File: src/rtl/signed_addsub_pipe.sv
// Pipelined signed add/subtract with valid/ready flow control, optional saturation
// and a sticky overflow flag. The operation is computed in stage 0; the result is resolved in the last stage.
module signed_addsub_pipe #(
    parameter int SIZE     = 8,
    parameter int STAGES   = 2,
    parameter int SATURATE = 1
) (
    input  logic            clk,
    input  logic            rst,
    input  logic            in_valid,
    output logic            in_ready,
    input  logic [SIZE-1:0] in_a,
    input  logic [SIZE-1:0] in_b,
    input  logic            in_op,
    output logic            out_valid,
    input  logic            out_ready,
    output logic [SIZE-1:0] out_result,
    output logic [SIZE:0]   out_wide,
    output logic            out_overflow,
    output logic            ovf_sticky,
    input  logic            clr_sticky
);

    localparam int W = SIZE + 1;

    function automatic logic [W-1:0] addsub(input logic [SIZE-1:0] a,
                                            input logic [SIZE-1:0] b,
                                            input logic            op);
        logic [W-1:0] ax;
        logic [W-1:0] bx;
        logic [W-1:0] r;
        ax = {a[SIZE-1], a};
        bx = {b[SIZE-1], b};
        if (op) begin
            r = ax - bx;
        end else begin
            r = ax + bx;
        end
        return r;
    endfunction

    function automatic logic is_ovf(input logic [W-1:0] e);
        return e[SIZE] ^ e[SIZE-1];
    endfunction

    // Clamp toward the sign of the exact result, or wrap to the low bits.
    function automatic logic [SIZE-1:0] select_result(input logic [W-1:0] e);
        logic [SIZE-1:0] r;
        if ((SATURATE != 0) && is_ovf(e)) begin
            if (e[SIZE]) begin
                r = {1'b1, {(SIZE-1){1'b0}}};
            end else begin
                r = {1'b0, {(SIZE-1){1'b1}}};
            end
        end else begin
            r = e[SIZE-1:0];
        end
        return r;
    endfunction

    logic [STAGES-1:0] vld_q;
    logic [STAGES-1:0] vld_d;
    logic [W-1:0]      wide_q [STAGES];
    logic [W-1:0]      wide_d [STAGES];
    logic [SIZE-1:0]   result_q;
    logic [SIZE-1:0]   result_d;
    logic              ovf_q;
    logic              ovf_d;
    logic              sticky_q;
    logic              sticky_d;
    logic              advance_s;
    logic              take_s;
    logic              xfer_s;

    // Global advance and stage shifting; payloads only load under a valid bit.
    always_comb begin
        advance_s = !vld_q[STAGES-1] || out_ready;
        take_s    = in_valid && advance_s;
        xfer_s    = vld_q[STAGES-1] && out_ready;
        vld_d     = vld_q;
        wide_d    = wide_q;
        if (advance_s) begin
            vld_d[0] = take_s;
            if (take_s) begin
                wide_d[0] = addsub(in_a, in_b, in_op);
            end else begin
                wide_d[0] = wide_q[0];
            end
            for (int i = 1; i < STAGES; i++) begin
                vld_d[i] = vld_q[i-1];
                if (vld_q[i-1]) begin
                    wide_d[i] = wide_q[i-1];
                end else begin
                    wide_d[i] = wide_q[i];
                end
            end
        end else begin
            vld_d  = vld_q;
            wide_d = wide_q;
        end
    end

    // Final-stage result selection follows whatever the last wide register will hold.
    always_comb begin
        result_d = select_result(wide_d[STAGES-1]);
        ovf_d    = is_ovf(wide_d[STAGES-1]);
    end

    // Sticky overflow: a delivered overflow beats a simultaneous clear.
    always_comb begin
        if (xfer_s && ovf_q) begin
            sticky_d = 1'b1;
        end else if (clr_sticky) begin
            sticky_d = 1'b0;
        end else begin
            sticky_d = sticky_q;
        end
    end

    // State registers with synchronous reset; reset discards all in-flight work.
    always_ff @(posedge clk) begin
        if (rst) begin
            vld_q <= {STAGES{1'b0}};
            for (int i = 0; i < STAGES; i++) begin
                wide_q[i] <= {W{1'b0}};
            end
            result_q <= {SIZE{1'b0}};
            ovf_q    <= 1'b0;
            sticky_q <= 1'b0;
        end else begin
            vld_q    <= vld_d;
            wide_q   <= wide_d;
            result_q <= result_d;
            ovf_q    <= ovf_d;
            sticky_q <= sticky_d;
        end
    end

    assign in_ready     = advance_s;
    assign out_valid    = vld_q[STAGES-1];
    assign out_result   = result_q;
    assign out_wide     = wide_q[STAGES-1];
    assign out_overflow = ovf_q;
    assign ovf_sticky   = sticky_q;

endmodule
File: config.mk
export PLATFORM = sky130hd
export DESIGN_NAME = signed_addsub_pipe
export DESIGN_NICKNAME = d
export VERILOG_FILES = /design/src/rtl/signed_addsub_pipe.sv
export SDC_FILE = /design/constraint.sdc
export NUM_CORES = 1
export LEC_CHECK = 0
export CAP_MARGIN = 20
export CORE_MARGIN = 2
export CORE_UTILIZATION = 35
export DETAILED_ROUTE_END_ITERATION = 8
export PLACE_DENSITY_LB_ADDON = 0.08
export SLEW_MARGIN = 10
export SYNTH_ARGS = -nofsm -noshare
export SYNTH_HDL_FRONTEND = slang
export SYNTH_SLANG_ARGS = --single-unit
File: constraint.sdc
create_clock -name clk -period 3.7 [get_ports clk]
set_input_delay 0.37 -clock clk [delete_from_list [all_inputs] [get_ports clk]]
set_output_delay 0.37 -clock clk [all_outputs]
set_load 0.05 [all_outputs]
Yosys cells after proc, flatten, opt, wreduce, memory -nomap -nowiden
Index checks and enable logic that the tools add are counted.
W data, S select, Z words.
{"block": "classes", "n_addsub": 2, "n_mux": 7, "bitwise_logic": 1, "n_reduce_logical": 7}
{"operator": "$mux W9", "count": 3}
{"operator": "$mux W8", "count": 2}
{"operator": "$add A8 B8 Y9", "count": 1}
{"operator": "$sub A8 B8 Y9", "count": 1}
{"operator": "$logic_and A1 B1 Y1", "count": 3}
{"operator": "$mux W1", "count": 2}
{"operator": "$reduce_and A2 Y1", "count": 1}
{"operator": "$reduce_bool A2 Y1", "count": 1}
{"operator": "$logic_not A1 Y1", "count": 1}
{"operator": "$logic_or A1 B1 Y1", "count": 1}
{"operator": "$xor A1 B1 Y1", "count": 1}
{"block": "totals", "reg_bits": 30, "in_bits": 22, "elab_cells": 23}

Depth between registers and ports, before layout
{"block": "depth", "depth_word": 5, "depth_mapped": 11, "ltp_nobuf": 11}

Worst setup path before layout
Ideal clock, no wire load.
{"block": "synth_path", "path_type": "register -> register", "start": "register vld_q[1]", "end": "register result_q[1] (netlist: out_result[1])", "path_slack_ns": 1.390, "path_stages_with_launch": 8, "arrival_ns": 2.196, "cell_sequence": "dfxtp_1 nand2b_1 nand2_2 mux2_2 ha_1 clkbuf_1 nor3_4 a21o_1"}
{"item": "start: declaration", "line_no": "61", "text": "logic [STAGES-1:0] vld_q;"}
{"item": "start signal: assignment", "line_no": "123", "text": "vld_q <= {STAGES{1'b0}};"}
{"item": "start signal: assignment", "line_no": "131", "text": "vld_q <= vld_d;"}
{"item": "end signal: assignment", "line_no": "127", "text": "result_q <= {SIZE{1'b0}};"}
{"item": "end signal: assignment", "line_no": "133", "text": "result_q <= result_d;"}
{"item": "end: declaration", "line_no": "65", "text": "logic [SIZE-1:0] result_q;"}

Worst setup path in the final report
{"block": "layout_path", "start": "input port in_b[2]", "end": "register wide_q[17] in the netlist's numbering"}
{"block": "layout_via", "elab_chain_cells": 2, "elab_cells_between_ends": 3, "classes_between": "2 x add/sub; 1 x mux"}
{"item": "start: declaration", "line_no": "13", "text": "input logic [SIZE-1:0] in_b,"}
{"item": "$add A8 B8 Y9 or $sub A8 B8 Y9 (tied branches)", "line_no": "37, 35"}
{"item": "$mux W9 *", "line_no": "34", "text": "if (op) begin"}
{"item": "end signal: indexed assignment", "line_no": "125", "text": "wide_q[i] <= {W{1'b0}};"}
{"item": "end signal: assignment", "line_no": "132", "text": "wide_q <= wide_d;"}
{"item": "end: declaration", "line_no": "63", "text": "logic [W-1:0] wide_q [STAGES];"}
Mark *: on every way between the ends. The rest lies on a longest branch, timed or not.
A chain may end at the register's enable or synchronous reset.

==> flow_metrics.tcl <==
set metrics [dict create \
    fmax_mhz 382.2 \
    clockBufferDepth 2 \
    max_stage_delay_ns 0.48 \
    gp_congestion 0.7766 \
    wl_met1_mm 1.637 \
    final_cells 279 \
    cts-resized-gates 0 \
    fillCellCount 428 \
    die_x_um 72.33 \
    slew_viol_final 0 \
    grt_pass1_vias 1298 \
    start_util 0.3702 \
    ff2ff_path_depth 5 \
    synthCells 192 \
    synth-warning-count 0 \
    seq_area_sq_um 600.6 \
    drt_iter0_drc 39 \
    routed_wl_mm 3.543 \
    cts_hold_repair.buffers 0 \
    ys_seq_area_frac 0.3675 \
    cts_buffers 5 \
    drive_gt1_frac 0.07930 \
    num_io_pins 43 \
    dr.pass1.iters 4 \
    drc 0 \
    hold_class "reg2reg" \
    post_cts_buffers 0 \
    period_needed_ns 2.617 \
    synth_top_cell_area_share 0.3675 \
    final_nets 260 \
    cp_slowest_cell "clkdlybuf4s50_1" \
    setup_viol 0 \
    routedWlPerCell_um 12.70 \
    critPathArrivalTime_ns 2.83 \
    antenna_found_initial 0 \
    ir_drop_v 0.0002056 \
    utilization 0.4813 \
    fin_setup_tns_ns 0 \
    fin_crit_sh 0.7072 \
    syn-num-nets 226 \
    via_count 1392 \
    ys.flop_type "dfxtp_1" \
    cp.required_ns 3.91 \
    drv_cap 0 \
    combPwrFrac 0.286 \
    power_per_cell_area_nw_per_um2 413.6 \
    syn-cell-area_sq_um 1634 \
    worst_pin_slew_ns 0.5071 \
    grt_max_degree 14 \
    critical_path_class "in2reg" \
    worstSetupEndpoint "wide_q[17]" \
    dpl.cell_count 271 \
    grt_pass1_wl_mm 5.720 \
    avgSynthCellArea_sq_um 8.511 \
    vias_per_cell 4.989 \
    status "complete, no violations" \
    r2r-end "out_result[1]" \
    multi_input_area_sq_um 887.1 \
    endpoint_kind "flop" \
    die_area_sq_um 5232 \
    grt_use_total 0.1399 \
    r2r-start "vld_q[0]" \
    ys_ff_latch 30 \
    async_flop_share 0 \
    p_leak_nw 0.8917 \
    cts.sinks 30 \
    p_int_mw 0.6058 \
    slew_headroom 0.6609 \
    path_cells "clkdlybuf4s50_1 > nor4_1 > a21oi_1 > xnor2_1 > ha_1 > o211a_1 > o31ai_1 > a31oi_1 > or3_1 > a31oi_1" \
    ys_top_cells_by_area "dfxtp_1 (37%), ha_1 (8.4%), a21oi_1 (6.1%)" \
    cp_num_cells 10 \
    port_buffers 42 \
    power_switching_mw 0.2729 \
    power_mw 0.8788 \
    worstHoldStart "wide_q[13]" \
    htree_levels 2 \
    clockRootBuffer "clkbuf_8" \
    cp.buffers_inverters 1 \
    grt_overflow 0 \
    ys_types 44 \
    crit_fanout 6 \
    synthToLayoutAreaGrowth_pct 30.02 \
    crit_family "simple AND/OR/NAND/NOR gates" \
    die_h_um 72.33 \
    fin_skew_ns 0.003499 \
    dr.max_layer_used "met4" \
    seqPwrFrac 0.412 \
    num_rows 24 \
    dp_hpwl_mm 2.802 \
    clock_power_share 0.302 \
    clk_pin_slew_worst_paths_ns 0.06 \
    worstSkewPairLatency_ns 0.28 \
    start_kind "input pin" \
    postRouteAntennaNets 0 \
    diodes 0 \
    swShare 0.3106 \
    synth_top_area_cell "dfxtp_1" \
    r2r_setup_slack_ns 1.56 \
    synth_edf_count 0 \
    rsz0062_at_grt "no" \
    wl_met3_um 189 \
    finalHoldViolCount 0 \
    dr_wl_met2_mm 1.677 \
    cpMostUsedCell "a31oi_1" \
    core_area_sq_um 4414 \
    crit_start "in_b[2]" \
    cts_tree "done" \
    whs_ns 0.4524 \
]
[worst min path at each step]
stage,to,slack (ns),cells past startpoint
floorplan,wide_q[13],0.43,2
global placement,wide_q[12],0.45,2
detailed placement,wide_q[13],0.45,2
CTS,wide_q[13],0.46,2
global route,wide_q[12],0.48,2
finish,wide_q[13],0.45,2
[cell usage in the layout, fill, tap and decap left out, drive strengths merged, types with 8 or more instances in the layout]
master         instances
a21oi                 20
clkdlybuf4s50         42
dfxtp                 30
ha                    11
inv                   12
nand2                 16
nand3                  9
nor2                  12
o21ai                  8
[cell usage after synthesis (5+ instances only)]
cell	instances
ha_1	11
nor3_1	5
a31oi_1	5
buf_4	9
nand2_1	15
a21oi_1	20
inv_1	12
nor2_1	12
a21o_1	7
o21ai_0	8
xnor2_1	6
dfxtp_1	30
nand3_1	9
[logic make-up (layout without fill, tap and decap cells)]
family | after synthesis | after routing | synth area share
DFF | 30 | 30 | 0.3675
buffers and inverters | 29 | 64 | 0.08957
muxes | 3 | 3 | 0.01991
adders and majority gates | 12 | 12 | 0.09648
and+or+nand+nor | 61 | 61 | 0.2014
xor gates and xnor gates | 8 | 8 | 0.04288
AOI/OAI and AO/OA | 49 | 49 | 0.1822
[flip-flops by register name, indices dropped and copies added, names as in the netlist]
signal        cells
ovf_sticky        1
out_overflow      1
out_wide          9
vld_q             2
out_result        8
wide_q            9
[cell type report]
class,count,share of cell area
Multi-Input combinational cell,133,0.4175
Sequential cell,30,0.2827
Timing Repair Buffer,44,0.2049
Clock buffer,7,0.04064
Tap cell,52,0.03062
Inverter,12,0.02120
Clock inverter,1,0.002356
[worst min-delay path: cells and delay by family (launching register included)]
family	cells	cell delay, ns
DFF	1	0.31
AOI/OAI and AO/OA	1	0.05
and+or+nand+nor	1	0.05
[stage by stage]
stage / area (sq um) / setup slack [ns]
global route: 2125 / 0.8965
global placement: 2033 / 0.8330
floorplan: 1634 / 1.390
finish: 2125 / 1.083
CTS: 2125 / 1.108
detailed placement: 2033 / 0.8125
[power groups by stage]
stage / combinational (mW) / clock, mW / sequential [mW]
after floorplan: 0.141 / 0 / 0.401
after global placement: 0.247 / 0 / 0.368
after detailed placement: 0.252 / 0 / 0.369
after CTS: 0.253 / 0.276 / 0.362
after global routing: 0.273 / 0.291 / 0.364
final: 0.251 / 0.266 / 0.362
[metal layers]
metal	vias up	GRT usage
met5	-	0
li1	728	-
met1	626	0.1694
met3	5	0.04306
met2	33	0.2334
met4	0	0.05031
(Power assumes the default switching activity.)
